==> config.mk <==
export PLATFORM = sky130hd
export DESIGN_NAME = idli_sqi_arb_m
export DESIGN_NICKNAME = d
export VERILOG_FILES = /design/src/rtl/idli_sqi_arb_m.sv
export SDC_FILE = /design/constraint.sdc
export NUM_CORES = 1
export LEC_CHECK = 0
export BUFFER_PORTS_ARGS = -buffer_cell sky130_fd_sc_hd__buf_2
export CORE_MARGIN = 4
export CORE_UTILIZATION = 46
export CTS_BUF_LIST = sky130_fd_sc_hd__clkbuf_4 sky130_fd_sc_hd__clkbuf_8
export DETAILED_ROUTE_END_ITERATION = 7
export PLACE_DENSITY = 0.77
export SYNTH_ARGS = -nofsm -noshare
export SYNTH_HDL_FRONTEND = slang
export SYNTH_SLANG_ARGS = --single-unit
==> constraint.sdc <==
create_clock -name i_arb_gck -period 1.5 [get_ports i_arb_gck]
set_input_delay 0.3 -clock i_arb_gck [delete_from_list [all_inputs] [get_ports i_arb_gck]]
set_output_delay 0.3 -clock i_arb_gck [all_outputs]
set_load 0.02 [all_outputs]
==> src/rtl/idli_sqi_arb_m.sv <==
// SQI port arbiter: shares one quad-SPI memory between instruction fetch and EX,
// sequencing cmd/addr/dummy/data nibbles with EX priority and 16b-boundary preemption.
module idli_sqi_arb_m #(
   parameter int unsigned DUMMY_CYCLES = 2,
   parameter logic [7:0]  RD_CMD       = 8'h03,
   parameter logic [7:0]  WR_CMD       = 8'h02
) (
   input  logic        i_arb_gck,
   input  logic        i_arb_rst,
   input  logic        i_arb_fe_req,
   input  logic [15:0] i_arb_fe_addr,
   input  logic        i_arb_fe_abort,
   output logic        o_arb_fe_gnt,
   output logic        o_arb_fe_data_vld,
   input  logic        i_arb_ex_req,
   input  logic        i_arb_ex_wr,
   input  logic [15:0] i_arb_ex_addr,
   input  logic [3:0]  i_arb_ex_wdata,
   output logic        o_arb_ex_gnt,
   output logic        o_arb_ex_data_vld,
   output logic [3:0]  o_arb_rd_data,
   input  logic [3:0]  i_arb_sqi_in,
   output logic [3:0]  o_arb_sqi_out,
   output logic        o_arb_sqi_oe,
   output logic        o_arb_sqi_cs_n
);

   typedef enum logic [2:0] {
      ST_IDLE,
      ST_CMD,
      ST_ADDR,
      ST_DUMMY,
      ST_DATA
   } state_t;

   localparam logic [1:0] DUMMY_LAST = (DUMMY_CYCLES > 0) ? 2'(DUMMY_CYCLES - 1) : 2'd0;

   state_t      state, state_nxt;
   logic [1:0]  cnt, cnt_nxt;
   logic        owner_ex, owner_ex_nxt;
   logic        wr, wr_nxt;
   logic [15:0] addr, addr_nxt;
   logic        owner_req;
   logic        fe_kill;
   logic [7:0]  cmd_byte;

   always_ff @(posedge i_arb_gck or posedge i_arb_rst) begin
      if (i_arb_rst) begin
         state    <= ST_IDLE;
         cnt      <= 2'd0;
         owner_ex <= 1'b0;
         wr       <= 1'b0;
         addr     <= 16'd0;
      end else begin
         state    <= state_nxt;
         cnt      <= cnt_nxt;
         owner_ex <= owner_ex_nxt;
         wr       <= wr_nxt;
         addr     <= addr_nxt;
      end
   end

   // cnt restarts at 0 on every state change; in DATA it is the nibble-in-halfword index
   always_comb begin
      state_nxt    = state;
      cnt_nxt      = 2'd0;
      owner_ex_nxt = owner_ex;
      wr_nxt       = wr;
      addr_nxt     = addr;
      owner_req    = owner_ex ? i_arb_ex_req : i_arb_fe_req;
      fe_kill      = !owner_ex && i_arb_fe_abort;
      if (state == ST_IDLE) begin
         if (i_arb_ex_req) begin
            state_nxt    = ST_CMD;
            owner_ex_nxt = 1'b1;
            wr_nxt       = i_arb_ex_wr;
            addr_nxt     = i_arb_ex_addr;
         end else if (i_arb_fe_req) begin
            state_nxt    = ST_CMD;
            owner_ex_nxt = 1'b0;
            wr_nxt       = 1'b0;
            addr_nxt     = i_arb_fe_addr;
         end
      end else if (!owner_req || fe_kill) begin
         state_nxt = ST_IDLE;
      end else begin
         case (state)
            ST_CMD: begin
               if (cnt == 2'd1) state_nxt = ST_ADDR;
               else cnt_nxt = cnt + 2'd1;
            end
            ST_ADDR: begin
               if (cnt == 2'd3) state_nxt = (wr || DUMMY_CYCLES == 0) ? ST_DATA : ST_DUMMY;
               else cnt_nxt = cnt + 2'd1;
            end
            ST_DUMMY: begin
               if (cnt == DUMMY_LAST) state_nxt = ST_DATA;
               else cnt_nxt = cnt + 2'd1;
            end
            ST_DATA: begin
               if (!owner_ex && i_arb_ex_req && cnt == 2'd3) state_nxt = ST_IDLE;
               else cnt_nxt = cnt + 2'd1;
            end
            default: state_nxt = ST_IDLE;
         endcase
      end
   end

   always_comb begin
      cmd_byte          = wr ? WR_CMD : RD_CMD;
      o_arb_sqi_out     = 4'd0;
      o_arb_sqi_oe      = 1'b0;
      o_arb_fe_data_vld = 1'b0;
      o_arb_ex_data_vld = 1'b0;
      o_arb_rd_data     = 4'd0;
      case (state)
         ST_CMD: begin
            o_arb_sqi_oe  = 1'b1;
            o_arb_sqi_out = cnt[0] ? cmd_byte[3:0] : cmd_byte[7:4];
         end
         ST_ADDR: begin
            o_arb_sqi_oe = 1'b1;
            case (cnt)
               2'd0:    o_arb_sqi_out = addr[15:12];
               2'd1:    o_arb_sqi_out = addr[11:8];
               2'd2:    o_arb_sqi_out = addr[7:4];
               default: o_arb_sqi_out = addr[3:0];
            endcase
         end
         ST_DATA: begin
            if (wr) begin
               o_arb_sqi_oe      = 1'b1;
               o_arb_sqi_out     = i_arb_ex_wdata;
               o_arb_ex_data_vld = i_arb_ex_req;
            end else begin
               o_arb_rd_data = i_arb_sqi_in;
               if (owner_ex) o_arb_ex_data_vld = i_arb_ex_req;
               else          o_arb_fe_data_vld = i_arb_fe_req && !i_arb_fe_abort;
            end
         end
         default: ;
      endcase
   end

   assign o_arb_sqi_cs_n = (state == ST_IDLE);
   assign o_arb_fe_gnt   = (state != ST_IDLE) && !owner_ex;
   assign o_arb_ex_gnt   = (state != ST_IDLE) && owner_ex;

endmodule

==> impl_metrics.json <==
{
  "grt_pass1_vias": 1596,
  "r2r_start": "cnt[0]$_DFF_PP0_",
  "cts_made_buffers": 3,
  "rsz0062_at_grt": "yes",
  "synthArstFlopShare_pct": 100,
  "worstPathArrival_ns": 1.90,
  "grt_max_degree": 24,
  "multi_input_area_um2": 1110,
  "clockPowerShare_pct": 9.2,
  "synthFlopType": "dfrtp_1",
  "r2r_cells": 8,
  "finalCoreUtilization_pct": 72.2,
  "antenna_cells": 0,
  "die-area_um2": 4460,
  "die_x_um": 66.8,
  "switching_share_pct": 39.4,
  "drc": 0,
  "io_pins": 60,
  "hpwlAfterDp_um": 3240,
  "critPathRequiredTime_ns": 1.20,
  "ys_seq_area_share_pct": 36.2,
  "antenna_found_initial": 0,
  "synth_top_area_share_pct": 36.2,
  "synth_edf_count": 0,
  "regArea_um2": 576,
  "crit_type": "flop to output port",
  "cts_tree": "built",
  "clock_skew_ns": 0.0118,
  "synthTopCellsByCount": "mux2_2, dfrtp_1, a21oi_1",
  "final_cells": 276,
  "gp_congestion": 0.888,
  "gr-usage-all-layers_pct": 22.2,
  "ys_seq_elements": 23,
  "ys_warn_count": 0,
  "wire_per_inst_um": 17.7,
  "endpoint_kind": "output port",
  "drt_iter0_drc": 63,
  "buffer_ports.inserted": 59,
  "die-height_um": 66.8,
  "avgSynthCellArea_um2": 11.0,
  "p_seq_share_pct": 33.0,
  "peakVddDrop_mv": 0.821,
  "critical-path-max-stage-delay_ns": 0.44,
  "critPathLaunchType": "flop",
  "dpl_worst_slack_ns": -0.295,
  "grt_pass1_wl_um": 7470,
  "via_count": 1512,
  "p_int_mw": 2.10,
  "final-setup-viol-count": 28,
  "status": "finished with violations",
  "via_per_inst": 5.48,
  "violations": "setup timing",
  "synth_top_area_cell": "dfrtp_1",
  "path_cells": "inv_2 > ha_2 > a222oi_1 > a21oi_1 > a22o_1 > buf_2",
  "power_switching_mw": 1.37,
  "start_util_pct": 47.7,
  "cts.sinks": 23,
  "cts_root_buf": "clkbuf_4",
  "fin_ws_ns": -0.695,
  "worst_slew_pin_slew_ns": 0.380,
  "fin_setup_tns_ns": -6.12,
  "overflow": 0,
  "fin_area_um2": 2410,
  "syn_nets": 195,
  "p_leak_nw": 1.12,
  "synth_most_common_cell": "mux2_2",
  "postCtsHoldBufs": 0,
  "critPathBufInv": 2,
  "fin_crit_ns": 2.20,
  "clk_latency_ns": 0.32,
  "netlist_area_um2": 1590,
  "core_um2": 3340,
  "htreeDepth": 1,
  "clockBufferDepth": 2,
  "cap_viol_max_count": 0,
  "rrSetupSlack_ns": -0.16,
  "slew_headroom_pct": 74.6,
  "drive_above_1_share_pct": 67.0,
  "p_per_area_nw_per_um2": 1440,
  "crit_fanout": 5,
  "synth_top_cells_by_area": "dfrtp_1, mux2_2, mux2_4",
  "maxSlewViolCount": 0,
  "drtPass1Iterations": 4,
  "dp_cells": 259,
  "fmax_mhz": 455,
  "rows": 21,
  "min_path_type": "primary input to async pin",
  "fin_nets": 282,
  "combPwrFrac_pct": 57.8,
  "wirelength_um": 4880,
  "min_period_over_period_pct": 146,
  "syn2layout_area_growth_pct": 51.5,
  "timing.rr.end": "cnt[0]$_DFF_PP0_",
  "hold_viol_final": 0,
  "nFillCells": 251,
  "ant_nets": 0,
  "syn_inst": 144,
  "dpl_cell_area_um2": 2080,
  "crit_slowest_cell": "dfrtp_1",
  "crit_family": "compound AO/OA/AOI/OAI gates",
  "synth_cell_types": 38,
  "clk_pin_slew_ns": 0.14
}
-- flip-flops by register name, indices dropped and copies added (netlist names) --
signal	count
state	3
cnt	2
wr	1
owner_ex	1
addr	16
-- cell type report --
cell class | instances | area share [%]
repair buffers | 89 | 25.4
flip-flops and latches | 23 | 23.9
clock buffers | 4 | 1.25
well taps | 46 | 2.39
multi-input cells | 109 | 46.2
inverters | 5 | 0.883
-- logic make-up (layout without fill, tap and decap cells) --
group	after synthesis	after routing	synth area share, %
and+or+nand+nor	36	36	14.5
xor gates and xnor gates	2	2	1.10
AOI/OAI and AO/OA	30	32	14.0
adders and majority gates	5	5	3.93
muxes	34	34	25.8
DFF	23	23	36.2
buffers and inverters	14	98	4.48
-- worst max path at each step --
stage,end,slack [ns],cells after the start,start
3_3_place_gp,o_arb_sqi_out[2],-0.19,6,cnt[0]$_DFF_PP0_
6_report,o_arb_sqi_out[3],-0.70,6,cnt[0]$_DFF_PP0_
5_1_grt,o_arb_sqi_out[2],-0.79,6,cnt[0]$_DFF_PP0_
3_5_place_dp,o_arb_sqi_out[2],-0.30,6,cnt[0]$_DFF_PP0_
2_1_floorplan,o_arb_sqi_out[2],-0.17,5,cnt[0]$_DFF_PP0_
4_1_cts,o_arb_sqi_out[2],-0.60,6,cnt[0]$_DFF_PP0_
-- metal layers --
layer	vias up	routed length, µm	GRT usage [%]
met5	-	0	0
met4	0	72	5.58
met3	10	276	2.87
met2	68	2680	43.1
met1	728	1850	25.1
li1	706	-	-
-- worst reg2reg max path, delay by kind of cell (launching register included) --
family	cells	cell delay, ns
buffers and inverters	5	0.56
DFF	1	0.45
and+or+nand+nor	1	0.32
adders and majority gates	1	0.18
AOI/OAI and AO/OA	1	0.05
-- power by group through the flow --
stage	logic, mW	clock network (mW)	registers, mW
finish	2.00	0.317	1.14
global route	2.15	0.332	1.16
CTS	1.88	0.304	1.12
detailed placement	1.58	0	1.13
global placement	1.51	0	1.12
floorplan	1.18	0	1.04
-- through the flow --
stage	hold slack, ns	power [mW]
after global placement	0.343	2.63
after CTS	0.0224	3.31
final	0.00446	3.46
after floorplan	0.302	2.22
after global routing	0.0275	3.65
after detailed placement	0.365	2.71
-- cell usage in the layout, fill, tap and decap left out, drive strengths merged, types with 3 or more instances in the layout --
master and instances:
nor2b 5, and2 4, a22o 3, a222oi 4, nor2 5, nand2 4
nor3 3, a21oi 9, buf 88, dfrtp 23, mux2 32, nand2b 3
ha 5, nand3b 4, o21ai 6, clkbuf 5, inv 5
-- timing repair --
| action | CTS | global route |
|---|---|---|
| setup buffers | 9 | 3 |
| hold endpoints to repair | 0 | 0 |
| pin swaps | 12 | 6 |
| endpoints found under the setup margin | 33 | 35 |
| gates cloned | 2 | 0 |
| gates resized for setup | 40 | 14 |
(Power assumes the default switching activity.)
